## config.mk

```make
export PLATFORM = sky130hd
export DESIGN_NAME = cpu_run_ctrl
export DESIGN_NICKNAME = d
export VERILOG_FILES = /design/src/rtl/cpu_ctrl_pkg.sv /design/src/rtl/btn_conditioner.sv /design/src/rtl/cpu_run_ctrl.sv
export SDC_FILE = /design/constraint.sdc
export NUM_CORES = 1
export LEC_CHECK = 0
export CORE_MARGIN = 2
export CORE_UTILIZATION = 55
export DETAILED_ROUTE_END_ITERATION = 12
export PLACE_DENSITY_LB_ADDON = 0.25
export SLEW_MARGIN = 30
export SYNTH_ARGS = -nofsm -noshare
export SYNTH_HDL_FRONTEND = slang
export SYNTH_SLANG_ARGS = --single-unit
```

## constraint.sdc

```tcl
create_clock -name i_clk -period 2.4 [get_ports i_clk]
set_input_delay 0.24 -clock i_clk [delete_from_list [all_inputs] [get_ports i_clk]]
set_output_delay 0.24 -clock i_clk [all_outputs]
set_load 0.01 [all_outputs]
```

## src/rtl/cpu_ctrl_pkg.sv

```systemverilog
// cpu_ctrl_pkg
// Shared definitions for the CPU run/step sequencer: state codes and the
// default divider / debounce terminal counts for a 50 MHz board clock.
package cpu_ctrl_pkg;

    typedef enum logic [1:0] {
        ST_HALT = 2'd0,
        ST_RUN  = 2'd1,
        ST_STEP = 2'd2,
        ST_RSVD = 2'd3
    } state_e;

    // 250 ms slow tick at 50 MHz
    localparam int unsigned TICK_MAX_DEF = 32'd12499999;
    // 10 ms debounce at 50 MHz
    localparam int unsigned DEB_MAX_DEF  = 32'd499999;

endpackage

```

## src/rtl/btn_conditioner.sv

```systemverilog
// btn_conditioner
// Turns a raw asynchronous push-button into a one-cycle press pulse.
// Ports:
//   i_clk    system clock, rising edge
//   i_rst_n  asynchronous active-low reset
//   i_btn    raw button level (asynchronous)
//   o_pulse  one-cycle pulse on each accepted press
// Chain: 2-flop synchroniser -> debounce -> registered rising-edge detect.
module btn_conditioner
    import cpu_ctrl_pkg::*;
#(
    parameter int unsigned DEB_MAX = DEB_MAX_DEF
) (
    input  logic i_clk,
    input  logic i_rst_n,
    input  logic i_btn,
    output logic o_pulse
);

    localparam int unsigned     DebW    = (DEB_MAX > 0) ? $clog2(DEB_MAX + 1) : 1;
    localparam logic [DebW-1:0] DebTerm = DebW'(DEB_MAX);

    logic            r_sync1;
    logic            r_sync2;
    logic            r_level;
    logic            r_level_d;
    logic            r_pulse;
    logic [DebW-1:0] r_deb_cnt;

    always_ff @(posedge i_clk or negedge i_rst_n) begin
        if (!i_rst_n) begin
            r_sync1   <= 1'b0;
            r_sync2   <= 1'b0;
            r_level   <= 1'b0;
            r_level_d <= 1'b0;
            r_pulse   <= 1'b0;
            r_deb_cnt <= '0;
        end else begin
            r_sync1 <= i_btn;
            r_sync2 <= r_sync1;
            // Count consecutive cycles of disagreement; the level flips only
            // once DEB_MAX+1 of them have been seen, any agreement restarts.
            if (r_sync2 == r_level) begin
                r_deb_cnt <= '0;
            end else if (r_deb_cnt == DebTerm) begin
                r_level   <= r_sync2;
                r_deb_cnt <= '0;
            end else begin
                r_deb_cnt <= r_deb_cnt + DebW'(1);
            end
            r_level_d <= r_level;
            r_pulse   <= r_level & ~r_level_d;
        end
    end

    assign o_pulse = r_pulse;

endmodule

```

## src/rtl/cpu_run_ctrl.sv

```systemverilog
// cpu_run_ctrl
// Run/step sequencer generating the one-cycle Go enable for the 8-bit CPU.
// Modes: slow tick (divided clock), turbo (every cycle), single step, with an
// instruction-address breakpoint that halts before the matching instruction.
// Ports:
//   i_clk, i_rst_n          clock / asynchronous active-low reset
//   i_turbo                 Turbo switch (asynchronous)
//   i_run_btn, i_step_btn   raw buttons (asynchronous)
//   i_brk_en, i_brk_addr    breakpoint enable and address
//   i_ip                    address of the instruction the next Go executes
//   o_go                    instruction-cycle enable
//   o_halted                high in HALT
//   o_brk_hit               sticky breakpoint-halt flag
//   o_state                 current state code
module cpu_run_ctrl
    import cpu_ctrl_pkg::*;
#(
    parameter int unsigned TICK_MAX  = TICK_MAX_DEF,
    parameter int unsigned DEB_MAX   = DEB_MAX_DEF,
    parameter bit          START_RUN = 1'b1
) (
    input  logic       i_clk,
    input  logic       i_rst_n,
    input  logic       i_turbo,
    input  logic       i_run_btn,
    input  logic       i_step_btn,
    input  logic       i_brk_en,
    input  logic [7:0] i_brk_addr,
    input  logic [7:0] i_ip,
    output logic       o_go,
    output logic       o_halted,
    output logic       o_brk_hit,
    output logic [1:0] o_state
);

    localparam int unsigned     CntW    = (TICK_MAX > 0) ? $clog2(TICK_MAX + 1) : 1;
    localparam logic [CntW-1:0] CntTerm = CntW'(TICK_MAX);
    localparam state_e          StReset = START_RUN ? ST_RUN : ST_HALT;

    logic [CntW-1:0] r_cnt;
    logic            r_turbo1;
    logic            r_turbo_s;
    state_e          r_state;
    logic            r_skip;
    logic            r_brk_hit;

    state_e          w_state_next;
    logic            w_skip_next;
    logic            w_brk_hit_next;
    logic            w_run_p;
    logic            w_step_p;
    logic            w_tick;
    logic            w_brk;
    logic            w_go;

    btn_conditioner #(
        .DEB_MAX (DEB_MAX)
    ) u_run_btn (
        .i_clk   (i_clk),
        .i_rst_n (i_rst_n),
        .i_btn   (i_run_btn),
        .o_pulse (w_run_p)
    );

    btn_conditioner #(
        .DEB_MAX (DEB_MAX)
    ) u_step_btn (
        .i_clk   (i_clk),
        .i_rst_n (i_rst_n),
        .i_btn   (i_step_btn),
        .o_pulse (w_step_p)
    );

    // Free-running divider; deliberately never cleared on mode changes.
    always_ff @(posedge i_clk or negedge i_rst_n) begin
        if (!i_rst_n) begin
            r_cnt     <= '0;
            r_turbo1  <= 1'b0;
            r_turbo_s <= 1'b0;
        end else begin
            r_cnt     <= (r_cnt == CntTerm) ? '0 : r_cnt + CntW'(1);
            r_turbo1  <= i_turbo;
            r_turbo_s <= r_turbo1;
        end
    end

    assign w_tick = (r_cnt == '0) | r_turbo_s;
    // skip lets a resume at the breakpoint address execute that instruction once
    assign w_brk  = i_brk_en & (i_ip == i_brk_addr) & ~r_skip;

    // State register
    always_ff @(posedge i_clk or negedge i_rst_n) begin
        if (!i_rst_n) begin
            r_state   <= StReset;
            r_skip    <= 1'b0;
            r_brk_hit <= 1'b0;
        end else begin
            r_state   <= w_state_next;
            r_skip    <= w_skip_next;
            r_brk_hit <= w_brk_hit_next;
        end
    end

    // Next-state logic
    always_comb begin
        w_state_next   = r_state;
        w_skip_next    = r_skip;
        w_brk_hit_next = r_brk_hit;
        case (r_state)
            ST_HALT: begin
                if (w_run_p) begin
                    w_state_next   = ST_RUN;
                    w_brk_hit_next = 1'b0;
                    w_skip_next    = 1'b1;
                end else if (w_step_p) begin
                    w_state_next   = ST_STEP;
                    w_brk_hit_next = 1'b0;
                end
            end
            ST_RUN: begin
                if (w_run_p) begin
                    w_state_next = ST_HALT;
                end else if (w_brk) begin
                    w_state_next   = ST_HALT;
                    w_brk_hit_next = 1'b1;
                end else if (w_tick) begin
                    w_skip_next = 1'b0;
                end
            end
            ST_STEP: w_state_next = ST_HALT;
            default: w_state_next = ST_HALT;
        endcase
    end

    // Output logic
    always_comb begin
        w_go = 1'b0;
        case (r_state)
            ST_RUN:  w_go = ~w_run_p & ~w_brk & w_tick;
            ST_STEP: w_go = 1'b1;
            default: w_go = 1'b0;
        endcase
    end

    // Reset gates Go combinationally so it drops within the asserting cycle.
    assign o_go      = w_go & i_rst_n;
    assign o_halted  = (r_state == ST_HALT);
    assign o_brk_hit = r_brk_hit;
    assign o_state   = r_state;

endmodule

```

==> metrics.cfg <==
[timing]
slew_headroom=0.546
hold_viol_final=1
finalMaxSlewViolations=0
timing.final.ws_setup_ps=-182
setup_viol=1
fin_skew_ps=6.51
finalSetupTns_ps=-182
worst_pin_slew_ps=674
whs_ps=-2.92
finalCritPeriodShare=1.08
rsz0062_at_grt=yes
final.min_clock_period_ps=2580
fmax_mhz=387

[cts]
clock_sinks=78
cts_tree=yes
clock_path_buffers=2
h-tree-depth=3
path_clk_slew_ps=70
cts_root_buf=clkbuf_8
cts_buffers=9
clk_latency_ps=350

[pwr]
p_leak_nw=2.03
power.ir.vdd_worst_v=0.000450
cellPowerDensity_nw_per_um2=513

[final_layout]
finish.utilization=0.691
drive_gt1_frac=0.126
nets=454
diodes=0
syn_to_final_growth_pct=20.1
stdcell_area_um2=4440

[die]
die_height_um=86.0
design.die.area_um2=7390
io_pins=27
initial_core_util=0.576
num_rows=29
die_w_um=86.0
design.core.area_um2=6420

[synthesis]
synth_area_um2=3700
synthesis.instances=365
syn_nets=394
yosysUniqueCellTypes=35
async_flop_share=1.00
synth_edf_count=0
yosysWarnings=0
ys_ff_latch=78
yosysSeqAreaShare=0.528
synth.avg_cell_area_um2=10.1
synth_ff_type=dfrtp_1

[global_routing]
grt_usage=0.206
grt_max_degree=79
grt_pass1_wl_um=11900
overflow=0
antenna_found_initial=0
grt_pass1_vias=2665

[place]
place_area_um2=4170
dp_hpwl_um=4520
portBuffers=26
gp_congestion=0.823
place_ws_ps=-270

[route]
initialDrtViolationCount=78
via_count=2736
routed_wl_um=6680
firstDrtPassIters=4
viasPerCell=5.40
drc=0
wl_per_cell_um=13.2
ant_nets=0

[run_status]
outcome=finished, violations left
failed_checks=hold timing, setup timing

[setup_path]
reg2regPathDepth=10
crit_required_ps=2160
path_class=register to output port
critPathLaunchType=register
crit_path_end_kind=output port
cp_max_fo=2
crit_arrival_ps=2340

[run]
drv_cap=0

[min_path]
hold_class=input pin to async pin

## where the power goes
group | total, mW | internal [mW] | switching [mW]
sequential | 1.34 | 1.33 | 0.0107
clock | 0.834 | 0.405 | 0.429
combinational | 0.104 | 0.0510 | 0.0530
## cell usage in the layout, fill, tap and decap left out, types with 3 or more instances in the layout
cell type / netlist / routed
dfrtp_1: 77 / 77
nor2_1: 67 / 67
xnor2_1: 32 / 32
nand2_1: 30 / 30
xor2_1: 28 / 28
clkdlybuf4s50_1: 0 / 24
buf_4: 0 / 24
nand3_1: 22 / 22
inv_1: 14 / 14
and3_1: 14 / 14
nand4_1: 14 / 14
clkbuf_8: 0 / 10
nor3_1: 8 / 8
ha_1: 7 / 7
buf_6: 2 / 6
nor4_1: 6 / 5
clkbuf_1: 0 / 5
o21ai_0: 4 / 4
nor2b_1: 4 / 4
or2_2: 3 / 3
or4_1: 5 / 3
nand2b_1: 3 / 3
nand3b_1: 3 / 3
## flip-flops by register name, indices dropped and copies added (netlist names), 2 cells and up
signal	flops
u_step_btn.r_deb_cnt	19
u_run_btn.r_deb_cnt	19
r_cnt	24
o_state	2
## Yosys cell counts (all sizes together) (7+ instances only)
cell type  instances  area share
nor4               7       0.016
nor3               9       0.014
nor2              67       0.068
ha                 7       0.024
xor2              28       0.066
and3              14       0.024
nand3             22       0.030
xnor2             32       0.076
nand4             14       0.024
nand2             30       0.030
dfrtp             77        0.52
inv               14       0.014
## logic make-up (layout without fill, tap and decap cells)
logic type / after synthesis / after routing / synth area share
AOI/OAI and AO/OA: 13 / 13 / 0.0257
xor gates and xnor gates: 60 / 60 / 0.142
adders and majority gates: 7 / 7 / 0.0237
buffers and inverters: 19 / 84 / 0.0244
DFF: 78 / 78 / 0.528
muxes: 2 / 2 / 0.00609
and+or+nand+nor: 186 / 186 / 0.250
## metal layers
metal  track usage  wire (µm)
met4         0.110        162
met3        0.0404        273
met5             0          0
met1         0.281       3160
met2         0.312       3080
## path summary, 6_finish.rpt
check | start | end | slack [ps]
max | r_cnt[16] | o_go | -180
min | i_rst_n | o_brk_hit | -3
max reg2reg | r_cnt[16] | r_skip | 200
min reg2reg | u_step_btn.r_sync1 | u_step_btn.r_sync2 | 350
max in group asynchronous | i_rst_n | u_run_btn.r_deb_cnt[2] | 1940
min in group i_clk | i_step_btn | u_step_btn.r_sync1 | 330
## worst max-delay path: stages (launching register included)
cell and delay [ps]:
dfrtp_1 380, or4_4 560, nor4_4 320, a41oi_2 170, nor3_2 170, buf_4 140, o211a_1 150, buf_6 100
## area by class of cell
class / instances / area, µm²
Clock buffer: 15 / 156
Clock inverter: 1 / 5.00
Fill cell: 486 / 1980
Inverter: 14 / 52.6
Multi-Input combinational cell: 268 / 1690
Sequential cell: 78 / 1950
Tap cell: 77 / 96.3
Timing Repair Buffer: 54 / 488
## through the flow
step | power [mW] | cells
after floorplan | 1.40 | 365
after global placement | 1.47 | 484
after detailed placement | 1.47 | 484
after CTS | 2.31 | 511
after global routing | 2.38 | 507
final | 2.28 | 507
## timing repair
action	CTS	global route
resized for setup	18	1
setup endpoints to repair	1	2
hold buffers	0	0
setup buffers	14	1
endpoints found under the hold margin	0	0
pin swaps	5	3
No activity file was read; power rests on OpenSTA's default activity.
==> patch (same flow settings) <==
Register the inputs `i_turbo`, `i_run_btn`, `i_step_btn`, `i_brk_en`, `i_brk_addr` and `i_ip` before use, without a reset. The logic sees them one clock later.
--- a/src/rtl/cpu_run_ctrl.sv
+++ b/src/rtl/cpu_run_ctrl.sv
@@ -37,6 +37,22 @@
     localparam logic [CntW-1:0] CntTerm = CntW'(TICK_MAX);
     localparam state_e          StReset = START_RUN ? ST_RUN : ST_HALT;
 
+    logic i_turbo_q;
+    logic i_run_btn_q;
+    logic i_step_btn_q;
+    logic i_brk_en_q;
+    logic [7:0] i_brk_addr_q;
+    logic [7:0] i_ip_q;
+
+    always_ff @(posedge i_clk) begin
+        i_turbo_q    <= i_turbo;
+        i_run_btn_q  <= i_run_btn;
+        i_step_btn_q <= i_step_btn;
+        i_brk_en_q   <= i_brk_en;
+        i_brk_addr_q <= i_brk_addr;
+        i_ip_q       <= i_ip;
+    end
+
     logic [CntW-1:0] r_cnt;
     logic            r_turbo1;
     logic            r_turbo_s;
@@ -58,7 +74,7 @@
     ) u_run_btn (
         .i_clk   (i_clk),
         .i_rst_n (i_rst_n),
-        .i_btn   (i_run_btn),
+        .i_btn   (i_run_btn_q),
         .o_pulse (w_run_p)
     );
 
@@ -67,7 +83,7 @@
     ) u_step_btn (
         .i_clk   (i_clk),
         .i_rst_n (i_rst_n),
-        .i_btn   (i_step_btn),
+        .i_btn   (i_step_btn_q),
         .o_pulse (w_step_p)
     );
 
@@ -79,14 +95,14 @@
             r_turbo_s <= 1'b0;
         end else begin
             r_cnt     <= (r_cnt == CntTerm) ? '0 : r_cnt + CntW'(1);
-            r_turbo1  <= i_turbo;
+            r_turbo1  <= i_turbo_q;
             r_turbo_s <= r_turbo1;
         end
     end
 
     assign w_tick = (r_cnt == '0) | r_turbo_s;
     // skip lets a resume at the breakpoint address execute that instruction once
-    assign w_brk  = i_brk_en & (i_ip == i_brk_addr) & ~r_skip;
+    assign w_brk  = i_brk_en_q & (i_ip_q == i_brk_addr_q) & ~r_skip;
 
     // State register
     always_ff @(posedge i_clk or negedge i_rst_n) begin
Formal check against the unedited RTL: not equivalent (Yosys sat finds a counterexample within 4 cycles, from zero or initial values and one cycle with i_rst_n low).
==> patch against the original RTL <==
- design area grew 7.5%
- routed wire length grew 7.1%
- sequential cell count grew 20
- die area grew 11%
- critical endpoint unchanged
- sequential share of layout area grew 5.4 points
- final cell count grew 3.2%
- worst setup slack gained 0.28 ns
- clock skew grew 0.0022 ns
- critical path depth shrank 1
- largest power group unchanged
- synthesized cell count grew 4.4%
- total power grew 24%
- synthesized area grew 12%
==> patch: results (changes against the original RTL) <==
leak pwr=2.11 nW (+3.8%); post-synthesis mux area share=0.544% (-0.065 points); routing usage on met1=23.3% (-4.8 points); XOR/XNOR share of the synthesized area=13.6% (-0.66 points); synth cell count leaders=dfrtp_1, nor2_1, xor2_1; pwr dens=594 nW/um^2 (+16%); synthesized instance count=381 (+4.4%); Unique masters post-synth=37 (+5.7%); Worst Path Max Fanout=4 (+2); Min Hold Slack=0.0118 ns (+0.0147 ns); dominant cells by area after synthesis=dfrtp_1, dfxtp_1, xor2_1; Post-Route M1 WL=3.28 mm (+3.5%); length of routed met2 wiring=3.58 mm (+16%); dpl ws=0.177 ns (+0.447 ns); Met3 Routed Length=229 um (-16%); ratio of cells with drive above 1 in the final layout=10.1% (-2.4 points); Clock power frac=36.4% (-0.2 points); Synth Area in Compound Gates=1.97% (-0.61 points); multi-input logic area=1750 um^2 (+3.9%); reg2reg end=u_run_btn.r_deb_cnt[10]$_DFF_PN0_; Non-Clock Buffer Area Fraction=6.71% (-4.3 points); register share of the cell area=49.4% (+5.4 points); CTS clk-pin slew, worst paths=0.10 ns (+0.03 ns); number of synthesized register bits=98 (+26%); Final Wtd Congestion=0.814 (-1.1%); VDD IR max=0.000351 V (-22%); slowest CP cell=dfrtp_2; status=completed; Reg-to-Reg Start=u_run_btn.r_deb_cnt[0]$_DFF_PN0_; reg2reg path depth=6 (-4); Inverters excl. clock=8 (-6); via count=2762 (+0.95%); final hold vios=0 (-1); first-pass GRT wire length=12.2 mm (+2.7%); drt first-iter violations=145 (+86%); Avg WL per Cell=13.7 um (+3.8%); total global-route track usage=18.5% (-2.1 points); Filler cells=575 (+18%); clock skew=0.00869 ns (+0.00218 ns)
## patch: cell types whose count changed in the layout (fill, tap and decap cells not counted), sizes merged, moves of 4 or more
cell,before,now
clkbuf,15,9
and3,14,8
xor2,28,34
and4,2,6
buf,30,9
dfxtp,0,20
or4,5,0
nand4,14,18
nor4,7,12
## patch: timing repair
action,in CTS,in global routing
resized for setup,7,2
cloned,0,0
endpoints found under the hold margin,0,0
pin swaps,3,4
endpoints found under the setup margin,1,1
buffers inserted,1,0
## patch: how the worst max path moves through the flow
stage	from	endpoint	slack, ns
after detailed placement	r_cnt[14]$_DFF_PN0_	o_go	0.18
after floorplan	u_run_btn.r_deb_cnt[0]$_DFF_PN0_	u_run_btn.r_deb_cnt[11]$_DFF_PN0_	0.66
final	r_cnt[13]$_DFF_PN0_	o_go	0.09
after global routing	r_cnt[13]$_DFF_PN0_	o_go	-0.009
after global placement	r_cnt[14]$_DFF_PN0_	o_go	0.19
after CTS	r_cnt[7]$_DFF_PN0_	o_go	0.09
